## src/rtl/seq_pkg.sv

```systemverilog
// Shared definitions for the LFSR sequence player (Simon-style game core).
//   state_e  : FSM state encoding (7 states)
//   SYM_W    : width of one stored symbol / button code
//   NUM_SYMS : number of distinct symbols (one LED / button each)
package seq_pkg;

    localparam int SYM_W    = 2;
    localparam int NUM_SYMS = 4;

    typedef enum logic [2:0] {
        ST_IDLE     = 3'd0,
        ST_APPEND   = 3'd1,
        ST_SHOW_ON  = 3'd2,
        ST_SHOW_OFF = 3'd3,
        ST_WAIT_IN  = 3'd4,
        ST_PASS     = 3'd5,
        ST_FAIL     = 3'd6
    } state_e;

endpackage

```

## src/rtl/seq_mem.sv

```systemverilog
// Symbol store for the sequence player: DEPTH x SYM_W register file.
//   clk   : clock, write on rising edge
//   we    : write enable
//   waddr : write address
//   wdata : symbol to store
//   raddr : read address
//   rdata : symbol at raddr (asynchronous read)
// Contents are not reset; entries are only read after being written.
module seq_mem
    import seq_pkg::*;
#(
    parameter int DEPTH  = 16,
    parameter int ADDR_W = 4
) (
    input  logic              clk,
    input  logic              we,
    input  logic [ADDR_W-1:0] waddr,
    input  logic [SYM_W-1:0]  wdata,
    input  logic [ADDR_W-1:0] raddr,
    output logic [SYM_W-1:0]  rdata
);

    // All entries flattened so the read port is a single indexed slice.
    logic [DEPTH*SYM_W-1:0] flat;

    for (genvar gi = 0; gi < DEPTH; gi++) begin : g_entry
        logic [SYM_W-1:0] entry_q;

        always_ff @(posedge clk) begin
            if (we && (waddr == ADDR_W'(gi))) begin
                entry_q <= wdata;
            end
        end

        assign flat[gi*SYM_W +: SYM_W] = entry_q;
    end

    assign rdata = flat[raddr*SYM_W +: SYM_W];

endmodule

```

## src/rtl/lfsr_seq_player.sv

```systemverilog
// Simon-style game core fed by a 7-bit LFSR.
// Each round appends lfsr_value[1:0] to the stored sequence (pulsing lfsr_en so the
// LFSR advances), replays the sequence on four one-hot LEDs, then checks button input.
//   clk, rst_n   : clock, synchronous active-low reset
//   lfsr_value   : LFSR state, bits [1:0] sampled in APPEND only
//   lfsr_en      : one-cycle advance pulse for the LFSR
//   round_start  : begin next round (honoured in IDLE only)
//   btn_valid    : button strobe (honoured in WAIT_IN only), btn_code = button index
//   led_onehot   : replay display
//   seq_len      : symbols stored
//   busy, await_input, round_pass, round_fail, full : status, decoded from registers
module lfsr_seq_player
    import seq_pkg::*;
#(
    parameter int MAX_LEN    = 16,
    parameter int ON_CYCLES  = 4,
    parameter int OFF_CYCLES = 2,
    localparam int LEN_W     = $clog2(MAX_LEN + 1)
) (
    input  logic                clk,
    input  logic                rst_n,
    input  logic [6:0]          lfsr_value,
    output logic                lfsr_en,
    input  logic                round_start,
    input  logic                btn_valid,
    input  logic [SYM_W-1:0]    btn_code,
    output logic [NUM_SYMS-1:0] led_onehot,
    output logic [LEN_W-1:0]    seq_len,
    output logic                busy,
    output logic                await_input,
    output logic                round_pass,
    output logic                round_fail,
    output logic                full
);

    localparam int IDX_W = (MAX_LEN > 1) ? $clog2(MAX_LEN) : 1;
    localparam int TMR_W = $clog2(((ON_CYCLES > OFF_CYCLES) ? ON_CYCLES : OFF_CYCLES) + 1);

    // Timer holds "cycles remaining after this one", so it loads N-1.
    localparam logic [TMR_W-1:0] ON_LOAD  = TMR_W'(ON_CYCLES - 1);
    localparam logic [TMR_W-1:0] OFF_LOAD = TMR_W'(OFF_CYCLES - 1);

    state_e            state_q,   state_d;
    logic [LEN_W-1:0]  seq_len_q, seq_len_d;
    logic [IDX_W-1:0]  idx_q,     idx_d;
    logic [TMR_W-1:0]  timer_q,   timer_d;

    logic              mem_we;
    logic [SYM_W-1:0]  cur_sym;
    logic              is_last;
    logic              is_full;

    // Upper LFSR bits are intentionally not consumed.
    logic              unused_lfsr_bits;
    assign unused_lfsr_bits = ^lfsr_value[6:2];

    seq_mem #(
        .DEPTH  (MAX_LEN),
        .ADDR_W (IDX_W)
    ) u_seq_mem (
        .clk   (clk),
        .we    (mem_we),
        .waddr (seq_len_q[IDX_W-1:0]),
        .wdata (lfsr_value[SYM_W-1:0]),
        .raddr (idx_q),
        .rdata (cur_sym)
    );

    // seq_len is >= 1 whenever is_last is consulted (SHOW_OFF / WAIT_IN).
    assign is_last = (LEN_W'(idx_q) == (seq_len_q - LEN_W'(1)));
    assign is_full = (seq_len_q == LEN_W'(MAX_LEN));

    always_comb begin
        state_d   = state_q;
        seq_len_d = seq_len_q;
        idx_d     = idx_q;
        timer_d   = timer_q;
        mem_we    = 1'b0;

        case (state_q)
            ST_IDLE: begin
                if (round_start) begin
                    idx_d = '0;
                    if (is_full) begin
                        // Sequence already at capacity: replay without appending.
                        state_d = ST_SHOW_ON;
                        timer_d = ON_LOAD;
                    end else begin
                        state_d = ST_APPEND;
                        timer_d = '0;
                    end
                end
            end

            ST_APPEND: begin
                mem_we    = 1'b1;
                seq_len_d = seq_len_q + LEN_W'(1);
                idx_d     = '0;
                timer_d   = ON_LOAD;
                state_d   = ST_SHOW_ON;
            end

            ST_SHOW_ON: begin
                if (timer_q == '0) begin
                    state_d = ST_SHOW_OFF;
                    timer_d = OFF_LOAD;
                end else begin
                    timer_d = timer_q - TMR_W'(1);
                end
            end

            ST_SHOW_OFF: begin
                if (timer_q == '0) begin
                    if (is_last) begin
                        state_d = ST_WAIT_IN;
                        idx_d   = '0;
                        timer_d = '0;
                    end else begin
                        state_d = ST_SHOW_ON;
                        idx_d   = idx_q + IDX_W'(1);
                        timer_d = ON_LOAD;
                    end
                end else begin
                    timer_d = timer_q - TMR_W'(1);
                end
            end

            ST_WAIT_IN: begin
                if (btn_valid) begin
                    if (btn_code != cur_sym) begin
                        state_d = ST_FAIL;
                    end else if (is_last) begin
                        state_d = ST_PASS;
                    end else begin
                        idx_d = idx_q + IDX_W'(1);
                    end
                end
            end

            ST_PASS: begin
                state_d = ST_IDLE;
                timer_d = '0;
            end

            ST_FAIL: begin
                seq_len_d = '0;
                state_d   = ST_IDLE;
                timer_d   = '0;
            end

            default: begin
                state_d = ST_IDLE;
            end
        endcase
    end

    always_ff @(posedge clk) begin
        if (!rst_n) begin
            state_q   <= ST_IDLE;
            seq_len_q <= '0;
            idx_q     <= '0;
            timer_q   <= '0;
        end else begin
            state_q   <= state_d;
            seq_len_q <= seq_len_d;
            idx_q     <= idx_d;
            timer_q   <= timer_d;
        end
    end

    // Outputs depend only on registered state and stored symbols.
    assign lfsr_en     = (state_q == ST_APPEND);
    assign busy        = (state_q != ST_IDLE);
    assign await_input = (state_q == ST_WAIT_IN);
    assign round_pass  = (state_q == ST_PASS);
    assign round_fail  = (state_q == ST_FAIL);
    assign full        = is_full;
    assign seq_len     = seq_len_q;

    for (genvar gi = 0; gi < NUM_SYMS; gi++) begin : g_led
        assign led_onehot[gi] = (state_q == ST_SHOW_ON) && (cur_sym == SYM_W'(gi));
    end

endmodule
```

## config.mk

```make
export PLATFORM = sky130hd
export DESIGN_NAME = lfsr_seq_player
export DESIGN_NICKNAME = d
export VERILOG_FILES = /design/src/rtl/seq_pkg.sv /design/src/rtl/seq_mem.sv /design/src/rtl/lfsr_seq_player.sv
export SDC_FILE = /design/constraint.sdc
export NUM_CORES = 1
export LEC_CHECK = 0
export ABC_CLOCK_PERIOD_IN_PS = 5400
export CORE_UTILIZATION = 45
export DETAILED_ROUTE_END_ITERATION = 7
export PLACE_DENSITY = 0.66
export SYNTH_ARGS = -nofsm -noshare
export SYNTH_HDL_FRONTEND = slang
export SYNTH_HIERARCHICAL = 1
export SYNTH_SLANG_ARGS = --single-unit
```

## constraint.sdc

```tcl
create_clock -name clk -period 5.4 [get_ports clk]
set_input_delay 0.54 -clock clk [delete_from_list [all_inputs] [get_ports clk]]
set_output_delay 0.54 -clock clk [all_outputs]
set_load 0.01 [all_outputs]
```

# Yosys cells after proc, flatten, opt, wreduce, memory -nomap -nowiden

Cells that the tools add are included.

Add/subtract/negate cells: 4
Equality and inequality tests: 34
Shifts and indexed selects: 1
Muxes and demuxes: 24
Reductions and logical operators: 32

Operator list:

| cell                                                                  | count |
|---|---|
| 4-bit equality test, second input constant                            | 8 |
| 32-bit by 6-bit indexed part select with 2-bit output                 | 1 |
| 3-bit 2-to-1 mux                                                      | 10 |
| 3-bit one-hot mux with 5 select lines                                 | 2 |
| 4-bit 2-to-1 mux                                                      | 6 |
| 1-bit logical AND                                                     | 20 |
| 4-bit by 3-bit equality test with 1-bit output, second input constant | 4 |
| 4-bit one-hot mux with 4 select lines                                 | 1 |
| 2-bit inequality test, second input constant                          | 6 |
| 5-bit one-hot mux with 2 select lines                                 | 1 |
| 3-bit equality test, second input constant                            | 3 |
| 4-bit by 2-bit equality test with 1-bit output, second input constant | 2 |
| 3-bit by 2-bit equality test with 1-bit output, second input constant | 2 |
| 3-bit zero test                                                       | 2 |
| 2-bit 2-to-1 mux                                                      | 3 |
| 6-bit AND reduction                                                   | 1 |
| 5-bit by 1-bit adder with 5-bit output, second input constant         | 1 |
| 4-bit by 5-bit equality test with 1-bit output                        | 1 |
| 5-bit equality test, second input constant                            | 1 |
| 5-bit AND reduction                                                   | 1 |
| 5-bit nonzero test                                                    | 1 |
| 5-bit by 1-bit subtractor with 5-bit output, second input constant    | 1 |
| 4-bit by 1-bit adder with 4-bit output, second input constant         | 1 |
| 2-bit equality test, second input constant                            | 2 |
| other kinds (14)                                                      | 14 |

Flip-flop bits (word level): 47
Bits of input ports: 13
Output and inout port bits: 15

# Depth between registers and ports, before layout

Gate-level depths: netlist of the first run.

Depth in word-level cells: 6
Depth in mapped cells: 10
Mapped depth without buffers: 9

# Cells and area by module

Netlist of the first run, hierarchy kept.

Modules (own cells, without submodules):

| module          | times used | cells each | area each (um^2) | sequential area each (um^2) |
|---|---|---|---|---|
| seq_mem         | 1          | 76         | 1340.0           | 960.9 |
| lfsr_seq_player | 1          | 151        | 1163.6           | 300.3 |

# Worst setup path after synthesis of the first run

OpenSTA, ideal clock, no wires.

Kind: reg2reg
Start point: register idx_q[0]
End point: register idx_q[3]
Data arrival time: 2425 ps
Data required time: 5326 ps
Setup slack: 2900 ps
Stages on the path, launching flop included: 11
Buffers on the path: 1
Cell sequence: dfxtp_1 > buf_6 > mux4_2 > a22oi_1 > nand3_1 > xor2_1 > nor2_1 > a32oi_1 > a2111oi_0 > a21oi_1 > o21ai_0

Elaborated cells on any way between the ends: 13
Those cells by class: 1 x add/sub; 4 x eq/ne; 1 x shift; 6 x mux; 1 x reduce/logical

RTL lines:

| item                                                  | line                   | source |
|---|---|---|
| from (decl)                                           | lfsr_seq_player.sv:45  | `logic [IDX_W-1:0] idx_q, idx_d;` |
| from (signal assigned)                                | lfsr_seq_player.sv:166 | `idx_q <= idx_d;` |
| 32-bit by 6-bit indexed part select with 2-bit output | seq_mem.sv:38          | `assign rdata = flat[raddr*SYM_W +: SYM_W];` |
| via cur_sym[1]                                        | lfsr_seq_player.sv:49  | `logic [SYM_W-1:0] cur_sym;` |
| 2-bit inequality test                                 | lfsr_seq_player.sv:130 | `if (btn_code != cur_sym) begin` |
| 2-bit inequality test (no source line)                | n/a                    |  |
| 6-bit AND reduction (no source line)                  | n/a                    |  |

The timed path passes the listed nets, and every way through them passes these cells. The select of a mux whose other input is x is not followed.
A chain may end at the register's enable or synchronous reset.

# Final worst setup path of the first run

Start point: register idx_q[0]
End point: output led_onehot[0]

Longest elaborated chain between the ends: 3

RTL lines:

| item                                                  | line                   | source |
|---|---|---|
| 32-bit by 6-bit indexed part select with 2-bit output | seq_mem.sv:38          |  |
| via cur_sym[0]                                        | lfsr_seq_player.sv:49  |  |
| 2-bit zero test                                       | lfsr_seq_player.sv:181 | `assign led_onehot[gi] = (state_q == ST_SHOW_ON) && (cur_sym == SYM_W'(gi));` |
| 1-bit logical AND                                     | lfsr_seq_player.sv:181 |  |
| to (decl)                                             | lfsr_seq_player.sv:27  | `output logic [NUM_SYMS-1:0] led_onehot,` |

The timed path passes the listed nets, and every way through them passes these cells.

==> out/metrics.csv, run 1 <==
metric;value;unit
placed instance count;308;
Num Clock Sinks;47;
postcts setup bufs;0;
Worst slew margin;50.86;%
maximum VDD drop;0.0001952;V
most common cell in the netlist;edfxtp_1;
final setup margin;1.950;ns
worst path required time;4.86;ns
final setup violation count;0;
TritonCTS clock tree;done;
Hold Crit Class;reg -> reg;
share of layout cells above drive strength 1;8.130;%
CTS root buf;clkbuf_8;
DIE AREA;5866;um2
Worst setup EP type;output port;
MaxCap Viol Count;0;
slew of the pin with the lowest slew margin;0.7339;ns
Netlist cell types;51;
Fin. Hold Viols;0;
Post-Syn Nets;245;
Final HPWL DP;3267;um
Ant. Diodes;0;
Async SR Flop Fraction;0;%
RSZ-0062 raised after global routing;false;
post-synthesis sequential area ratio;50.37;%
syn avg cell area;11.03;um2
Max H-tree Level;2;
drt via density;5.668;
Post-Place Worst Slack;2.241;ns
PD cells;300.7;nW/um2
setup TNS;0;ns
Compound-Gate Fraction of Synth Area;13.19;%
cts bufs inserted;5;
worst hold margin;0.5361;ns
fin cells;316;
Post-Synth Adder-Cell Area;2.499;%
synthesized cell area;2504;um2
post-route ant nets;0;
post-DR wirelength/cell;15.15;um
EDFF count, synth;32;
io pins;28;
period utilization;63.88;%
Nets;263;
placer congestion estimate;0.7734;
YS warnings;6;
largest net degree at the start of global routing;19;
Port Buffer Count;22;
synth cell count leaders;edfxtp_1 (32), nor2_1 (30), dfxtp_1 (15), nand2_1 (14), nand3_1 (13);
Clock Skew;0.004121;ns
Chip Width;76.59;um
commonest register cell after synthesis;edfxtp_1;
num rows;26;
Synth area leaders;edfxtp_1 (38%), dfxtp_1 (12%), nor2_1 (4.5%);
starting density of the core;47.80;%
first-pass GRT wire length;7686;um
GRT Overall Usage;17.04;%
core area;5238;um2
clock latency at the later pin of the worst-skew pair;0.30;ns
vias in the first global route;1590;
Startpoint Class;flip-flop;
post-synthesis mux area share;7.796;%
post-synthesis xor/xnor area fraction;2.099;%
final core area utilization;54.73;%
CP arrival;2.91;ns
final wirelength;4787;um
Pre-antenna DRT Iters;4;
Worst-path clk slew;0.09;ns
vias;1791;
static leakage;0.0009242;uW
minimum clock period;3.450;ns
DR iter-0 viols;111;
Layout area overhead;14.49;%
Fmax;289.9;MHz
Synth area leader;edfxtp_1;
max-slew violation count;0;
Max FO, Critical Path;13;
chip height;76.59;um
largest family of logic cells by synthesized area;simple AND/OR/NAND/NOR gates;
Synth Register Bits;47;
grt total ovfl;0;
CTS Buffer Depth;2;
Post-CTS Hold Buffers;0;
Synth Area in Simple Gates;20.59;%
Yosys top cell area share;38.38;%
worst setup path category;reg -> out;
status;finished clean;
cts repair resizes;0;
initial antenna violation count;0;
# DRC;0;
Synth Instances;227;
[worst max-delay path, cell delays in order, from the launching register on]
cell             delay (ns)
dfxtp_1                0.75
mux4_2                 0.58
a22oi_1                0.19
nand3_1                0.20
nor4_1                 0.31
clkdlybuf4s50_1        0.58
[area by class of cell]
cell class	instances	area (um2)
fill	454	2371
inverter	8	30.03
tap	70	87.58
multi-input combinational	161	1156
clock buffer	5	68.82
clock inverter	3	42.54
sequential	47	1261
timing repair buffer	22	220.2
[cell usage in the layout, fill, tap and decap left out, types with 2 or more instances in the layout]
cell type / count
mux4_2: 4
and3_1: 3
or3_1: 2
clkdlybuf4s50_1: 22
clkbuf_8: 5
xnor2_1: 4
o21bai_1: 2
nor2b_1: 8
or2_2: 3
o21a_1: 4
nor2_1: 30
nor3_1: 8
nand4_1: 3
nand3b_1: 4
o21ai_0: 7
nor3b_2: 2
xor2_1: 2
a221oi_1: 2
nand2b_1: 4
dfxtp_1: 15
mux4_1: 4
a21oi_1: 7
nand3_1: 13
o31ai_1: 2
a22oi_1: 2
a21o_1: 2
ha_1: 5
edfxtp_1: 32
nand2_1: 14
inv_1: 8
[registers in the layout (all words and copies together), names as in the netlist]
name                       count
state_q                        3
idx_q                          4
seq_len                        5
timer_q                        3
u_seq_mem/g_entry.entry_q     32
[stage by stage]
stage	total power [uW]	cell area, um2
2_1_floorplan	560.4	2504
3_3_place_gp	610.8	2755
3_5_place_dp	611.4	2755
4_1_cts	869.3	2867
5_1_grt	908.0	2867
6_report	861.8	2867
[power breakdown]
part	total, uW	internal [uW]	switching [uW]
Sequential	425	397	27.6
Clock	259	138	121
Combinational	178	82.0	96.2
Total	862	617	244
[cell families (layout without fill, tap and decap cells)]
group | after synthesis | in the layout
flops | 47 | 47
buf+inv | 19 | 38
compound gates | 43 | 43
fa+ha+maj | 5 | 5
mux | 8 | 8
xor+xnor | 6 | 6
simple gates | 99 | 99
[routing by layer]
metal / GRT usage (%) / wire, um
met1: 24.51 / 2334
met2: 25.68 / 2159
met5: 0 / 0
met4: 5.192 / 29
met3: 3.713 / 263
[path summary, 6_finish.rpt]
check | depth (start not counted) | slack [ns] | start | to
min reg2reg | 2 | 0.54 | timer_q[2] | timer_q[2]
min | 2 | 0.54 | timer_q[2] | timer_q[2]
max | 5 | 1.95 | idx_q[0] | led_onehot[0]
max reg2reg | 9 | 2.26 | idx_q[0] | idx_q[3]
Power figures use the tool's default switching activity.
==> run 2, diff against run 1 <==
--- a/config.mk
+++ b/config.mk
@@ -5,7 +5,7 @@
 export SDC_FILE = /design/constraint.sdc
 export NUM_CORES = 1
 export LEC_CHECK = 0
-export ABC_CLOCK_PERIOD_IN_PS = 5400
+export ABC_CLOCK_PERIOD_IN_PS = 3450
 export CORE_UTILIZATION = 45
 export DETAILED_ROUTE_END_ITERATION = 7
 export PLACE_DENSITY = 0.66
==> constraint.sdc (replaced) <==
create_clock -name clk -period 3.45 [get_ports clk]
set_input_delay 0.345 -clock clk [delete_from_list [all_inputs] [get_ports clk]]
set_output_delay 0.345 -clock clk [all_outputs]
set_load 0.01 [all_outputs]
==> out/metrics.csv, run 2 (synthesized netlist as in run 1, its figures left out) <==
metric;value;unit;change
status;finished clean;;
drt via density;5.556;;-2.0%
grt total ovfl;0;;unchanged
Final HPWL DP;3344;um;+2.4%
first-pass GRT wire length;8079;um;+5.1%
Post-CTS Hold Buffers;0;;unchanged
vias;1778;;-0.73%
Tot Pwr;1361;uW;+58%
commonest non-fill, non-tap cell in the layout;edfxtp_1;;
Fmax;317.5;MHz;
MaxCap Viol Count;0;;unchanged
GRT Overall Usage;17.77;%;+0.73 points
initial antenna violation count;0;;unchanged
starting density of the core;47.80;%;unchanged
Crit Reg-Reg Startpoint;idx_q[0];;
Crit path largest cell delay;0.64;ns;-0.11 ns
final wirelength;4923;um;+2.8%
chip height;76.59;um;unchanged
largest net degree at the start of global routing;19;;unchanged
Fin. Hold Viols;0;;unchanged
Hold Path End;timer_q[2];;
Pre-antenna DRT Iters;4;;unchanged
register share of total power;48.1;%;-1.2 points
PD cells;469.9;nW/um2;+56%
post-route ant nets;0;;unchanged
static leakage;0.0009456;uW;+2.3%
Hold Crit Class;reg -> reg;;
max-slew violation count;0;;unchanged
final setup violation count;0;;unchanged
worst setup path category;reg -> out;;
minimum clock period;3.149;ns;
CP max stage cell;dfxtp_1;;
slew of the pin with the lowest slew margin;0.6232;ns;-0.1106 ns
CTS root buf;clkbuf_8;;
num rows;26;;unchanged
cts bufs inserted;5;;unchanged
worst r2r dst;idx_q[3];;
Startpoint Class;flip-flop;;
max FFs per register;32;;unchanged
R2R setup slack;0.51;ns;-1.75 ns
Nets;267;;+1.5%
placer congestion estimate;0.8043;;+4.0%
clock latency at the later pin of the worst-skew pair;0.29;ns;about the same
Num Clock Sinks;47;;unchanged
postcts setup bufs;0;;unchanged
Net Switching;386.2;uW;+58%
Worst setup EP type;output port;;
CTS Buffer Depth;2;;unchanged
DR iter-0 viols;86;;-23%
DIE AREA;5866;um2;unchanged
worst r2r path cells;9;;unchanged
worst hold stages;2;;unchanged
Worst-path clk slew;0.09;ns;about the same
hold_sp;timer_q[2];;
post-DR wirelength/cell;15.38;um;+1.6%
Port Buffer Count;22;;unchanged
worst path required time;3.11;ns;-1.75 ns
Max FO, Critical Path;9;;-4
critical-path cell list;mux4_2, a22oi_1, nand3_1, nor4_1, clkdlybuf4s50_1;;
Worst slew margin;58.32;%;+7.5 points
switching part of the total;28.37;%;about the same
Top reg by flops;u_seq_mem/g_entry.entry_q;;
share of layout cells above drive strength 1;9.600;%;+1.5 points
io pins;28;;unchanged
Chip Width;76.59;um;unchanged
Power Internal;974.9;uW;+58%
maximum VDD drop;0.0002665;V;+37%
CP arrival;2.80;ns;-0.11 ns
power share of the clock group;29.5;%;-0.5 points
vias in the first global route;1642;;+3.3%
setup TNS;0;ns;unchanged
Clock Skew;0.005827;ns;+0.001706 ns
Comb pwr share;22.4;%;+1.7 points
RSZ-0062 raised after global routing;false;;
Max H-tree Level;2;;unchanged
cts repair resizes;0;;unchanged
Layout area overhead;15.69;%;
core area;5238;um2;unchanged
Worst Path Buf+Inv;1;;unchanged
Ant. Diodes;0;;unchanged
# DRC;0;;unchanged
TritonCTS clock tree;done;;
Crit path max-delay family;flip-flops;;
period utilization;91.28;%;
commonest non-fill, non-tap cells in the layout;edfxtp_1 (32), nor2_1 (30), clkdlybuf4s50_1 (22), dfxtp_1 (15), nand2_1 (14);;
[run 2: cell count changes in the layout (fill, tap and decap cells not counted), sizes merged]
cell | before | now
buf | 0 | 4
[run 2: area by class of cell]
cell class,instances,area [um2]
Timing Repair Buffer,26,250.2
Tap cell,70,87.58
Inverter,8,30.03
Clock inverter,3,42.54
Multi-Input combinational cell,161,1156
Fill cell,471,2341
Sequential cell,47,1261
Clock buffer,5,68.82
[run 2: worst register-to-register path, delay by kind of cell (launching register included)]
family	cells	cell delay (ns)
AO/OA/AOI/OAI	5	1.04
flip-flops	1	0.64
multiplexers	1	0.56
AND/OR/NAND/NOR	2	0.41
XOR/XNOR	1	0.21
[run 2: routing by layer]
layer,wire length [um],GRT usage [%],vias to the layer above
met5,0,0,-
met4,25,5.192,0
met3,187,3.234,2
met2,2256,27.84,38
met1,2454,25.16,838
li1,-,-,900
[run 2: power by group through the flow]
stage                     combinational, uW  sequential (uW)  clock [uW]
after global placement                  300              667           0
final                                   305              655         401
after CTS                               307              654         414
after floorplan                         227              651           0
after global routing                    340              658         443
after detailed placement                304              667           0
[run 2: worst max-delay path by stage]
stage	to	slack [ns]	cells after the start	startpoint
floorplan	idx_q[3]	0.95	10	idx_q[0]
global placement	idx_q[3]	0.54	9	idx_q[0]
detailed placement	idx_q[3]	0.50	9	idx_q[0]
CTS	led_onehot[0]	0.25	5	idx_q[0]
global route	led_onehot[0]	0.06	5	idx_q[0]
finish	led_onehot[0]	0.30	5	idx_q[0]
[run 2: metrics by stage]
step	hold slack [ns]	cells	instance area [um2]	worst slack [ns]	util [%]
after detailed placement	0.5315	312	2785	0.4964	53.18
after CTS	0.5453	320	2897	0.2500	55.30
after global routing	0.5960	320	2897	0.05890	55.30
final	0.5447	320	2897	0.3009	55.30
after floorplan	0.4439	227	2504	0.9504	-
after global placement	0.5326	312	2785	0.5405	53.18
==> run 3, diff against run 2 <==
--- a/config.mk
+++ b/config.mk
@@ -5,7 +5,7 @@
 export SDC_FILE = /design/constraint.sdc
 export NUM_CORES = 1
 export LEC_CHECK = 0
-export ABC_CLOCK_PERIOD_IN_PS = 3450
+export ABC_CLOCK_PERIOD_IN_PS = 3600
 export CORE_UTILIZATION = 45
 export DETAILED_ROUTE_END_ITERATION = 7
 export PLACE_DENSITY = 0.66
==> constraint.sdc (replaced) <==
create_clock -name clk -period 3.6 [get_ports clk]
set_input_delay 0.36 -clock clk [delete_from_list [all_inputs] [get_ports clk]]
set_output_delay 0.36 -clock clk [all_outputs]
set_load 0.01 [all_outputs]
==> out/metrics.csv, run 3 (synthesized netlist as in run 1, its figures left out) <==
metric;value;unit;change
worst r2r dst;idx_q[3];;
commonest non-fill, non-tap cells in the layout;edfxtp_1 (32), nor2_1 (30), clkdlybuf4s50_1 (22), dfxtp_1 (15), nand2_1 (14);;
Tot Pwr;1292;uW;-5.1%
grt total ovfl;0;;unchanged
power share of the clock group;29.6;%;about the same
chip height;76.59;um;unchanged
setup TNS;0;ns;unchanged
Power Internal;929.6;uW;-4.6%
CP Depth;6;;+1
minimum clock period;3.136;ns;
CTS Buffer Depth;2;;unchanged
final wirelength;4703;um;-4.5%
Crit Reg-Reg Startpoint;idx_q[0];;
worst r2r path cells;10;;+1
io pins;28;;unchanged
static leakage;0.0009349;uW;-1.1%
register share of total power;49.3;%;+1.2 points
TritonCTS clock tree;done;;
Max H-tree Level;2;;unchanged
Fmax;318.9;MHz;
DR iter-0 viols;101;;+17%
Comb pwr share;21.1;%;-1.3 points
initial antenna violation count;0;;unchanged
GRT Overall Usage;17.28;%;-0.49 points
cts bufs inserted;5;;unchanged
first-pass GRT wire length;7810;um;-3.3%
Worst-path clk slew;0.08;ns;about the same
post-DR wirelength/cell;14.79;um;-3.9%
CP max stage cell;clkdlybuf4s50_1;;
R2R setup slack;0.66;ns;+0.15 ns
switching part of the total;28.06;%;-0.31 points
clock latency at the later pin of the worst-skew pair;0.29;ns;about the same
Chip Width;76.59;um;unchanged
postcts setup bufs;0;;unchanged
share of layout cells above drive strength 1;8.871;%;-0.73 points
Crit path max-delay family;buffers and inverters;;
worst path required time;3.24;ns;+0.13 ns
Clock Skew;0.003141;ns;-0.002687 ns
num rows;26;;unchanged
RSZ-0062 raised after global routing;false;;
DIE AREA;5866;um2;unchanged
Port Buffer Count;22;;unchanged
core area;5238;um2;unchanged
Top reg by flops;u_seq_mem/g_entry.entry_q;;
maximum VDD drop;0.0002628;V;-1.4%
PD cells;448.5;nW/um2;-4.6%
Startpoint Class;flip-flop;;
CTS root buf;clkbuf_8;;
max FFs per register;32;;unchanged
period utilization;87.11;%;
Worst slew margin;60.25;%;+1.9 points
Post-CTS Hold Buffers;0;;unchanged
slew of the pin with the lowest slew margin;0.5962;ns;-0.02704 ns
post-route ant nets;0;;unchanged
vias in the first global route;1589;;-3.2%
Worst setup EP type;output port;;
Net Switching;362.6;uW;-6.1%
worst setup path category;reg -> out;;
largest net degree at the start of global routing;19;;unchanged
Pre-antenna DRT Iters;4;;unchanged
Hold Crit Class;reg -> reg;;
CP Launch Point;idx_q[0];;
# DRC;0;;unchanged
critical-path cell list;buf_4, mux4_1, nand3_1, nand3_1, nor4_1, clkdlybuf4s50_1;;
Final HPWL DP;3260;um;-2.5%
CP arrival;2.78;ns;-0.02 ns
Worst Setup EP;led_onehot[0];;
max-slew violation count;0;;unchanged
most frequent CP cell;nand3_1;;
Crit path largest cell delay;0.58;ns;-0.06 ns
Num Clock Sinks;47;;unchanged
Fin. Hold Viols;0;;unchanged
drt via density;5.638;;+1.5%
Ant. Diodes;0;;unchanged
MaxCap Viol Count;0;;unchanged
placer congestion estimate;0.8086;;+0.53%
cts repair resizes;0;;unchanged
Nets;265;;-0.75%
status;finished clean;;
vias;1793;;+0.84%
starting density of the core;47.80;%;unchanged
final setup violation count;0;;unchanged
Max FO, Critical Path;9;;unchanged
Worst Path Buf+Inv;2;;+1
commonest non-fill, non-tap cell in the layout;edfxtp_1;;
Layout area overhead;15.09;%;
run 3: cell types whose count changed in the layout (fill, tap and decap cells not counted):
cell / delta
buf_4: -2
run 3: power groups by stage:
stage | clock [uW] | sequential (uW) | combinational [uW]
global placement | 0 | 649 | 271
detailed placement | 0 | 649 | 272
CTS | 393 | 637 | 274
floorplan | 0 | 624 | 217
finish | 382 | 637 | 273
global route | 419 | 643 | 306
run 3: worst min-delay path by stage:
stage / depth (start not counted) / slack [ns] / start / end
floorplan: 0 / 0.46 / lfsr_value[0] / u_seq_mem/g_entry[0].entry_q[0]
global placement: 2 / 0.53 / timer_q[2] / timer_q[2]
detailed placement: 2 / 0.53 / timer_q[1] / timer_q[1]
CTS: 2 / 0.55 / timer_q[1] / timer_q[1]
global route: 2 / 0.58 / timer_q[2] / timer_q[2]
finish: 2 / 0.55 / timer_q[2] / timer_q[2]
run 3: layout make-up:
class,count,area (um2)
Timing Repair Buffer,24,235.2
Tap cell,70,87.58
Fill cell,480,2356
Clock buffer,5,68.82
Inverter,8,30.03
Sequential cell,47,1261
Clock inverter,3,42.54
Multi-Input combinational cell,161,1156
run 3: stage by stage:
step,hold WS (ns),worst slack [ns],utilization [%],cell area [um2],std cells
after floorplan,0.4589,1.100,-,2504,227
after detailed placement,0.5321,0.7065,52.89,2770,310
after global routing,0.5827,0.2439,55.02,2882,318
after global placement,0.5315,0.7147,52.89,2770,310
after CTS,0.5539,0.4234,55.02,2882,318
final,0.5462,0.4639,55.02,2882,318
run 3: tightest hold or removal path, cell delays in order (launching register included):
cell and delay, ns:
dfxtp_1 0.33, a21oi_1 0.12, nor2b_1 0.05
run 3: layer usage:
| metal | GRT usage (%) | vias up | routed length [um] |
|---|---|---|---|
| met3 | 3.114 | 2 | 163 |
| li1 | - | 893 | - |
| met5 | 0 | - | 0 |
| met1 | 24.61 | 857 | 2311 |
| met2 | 26.04 | 41 | 2197 |
| met4 | 6.923 | 0 | 30 |
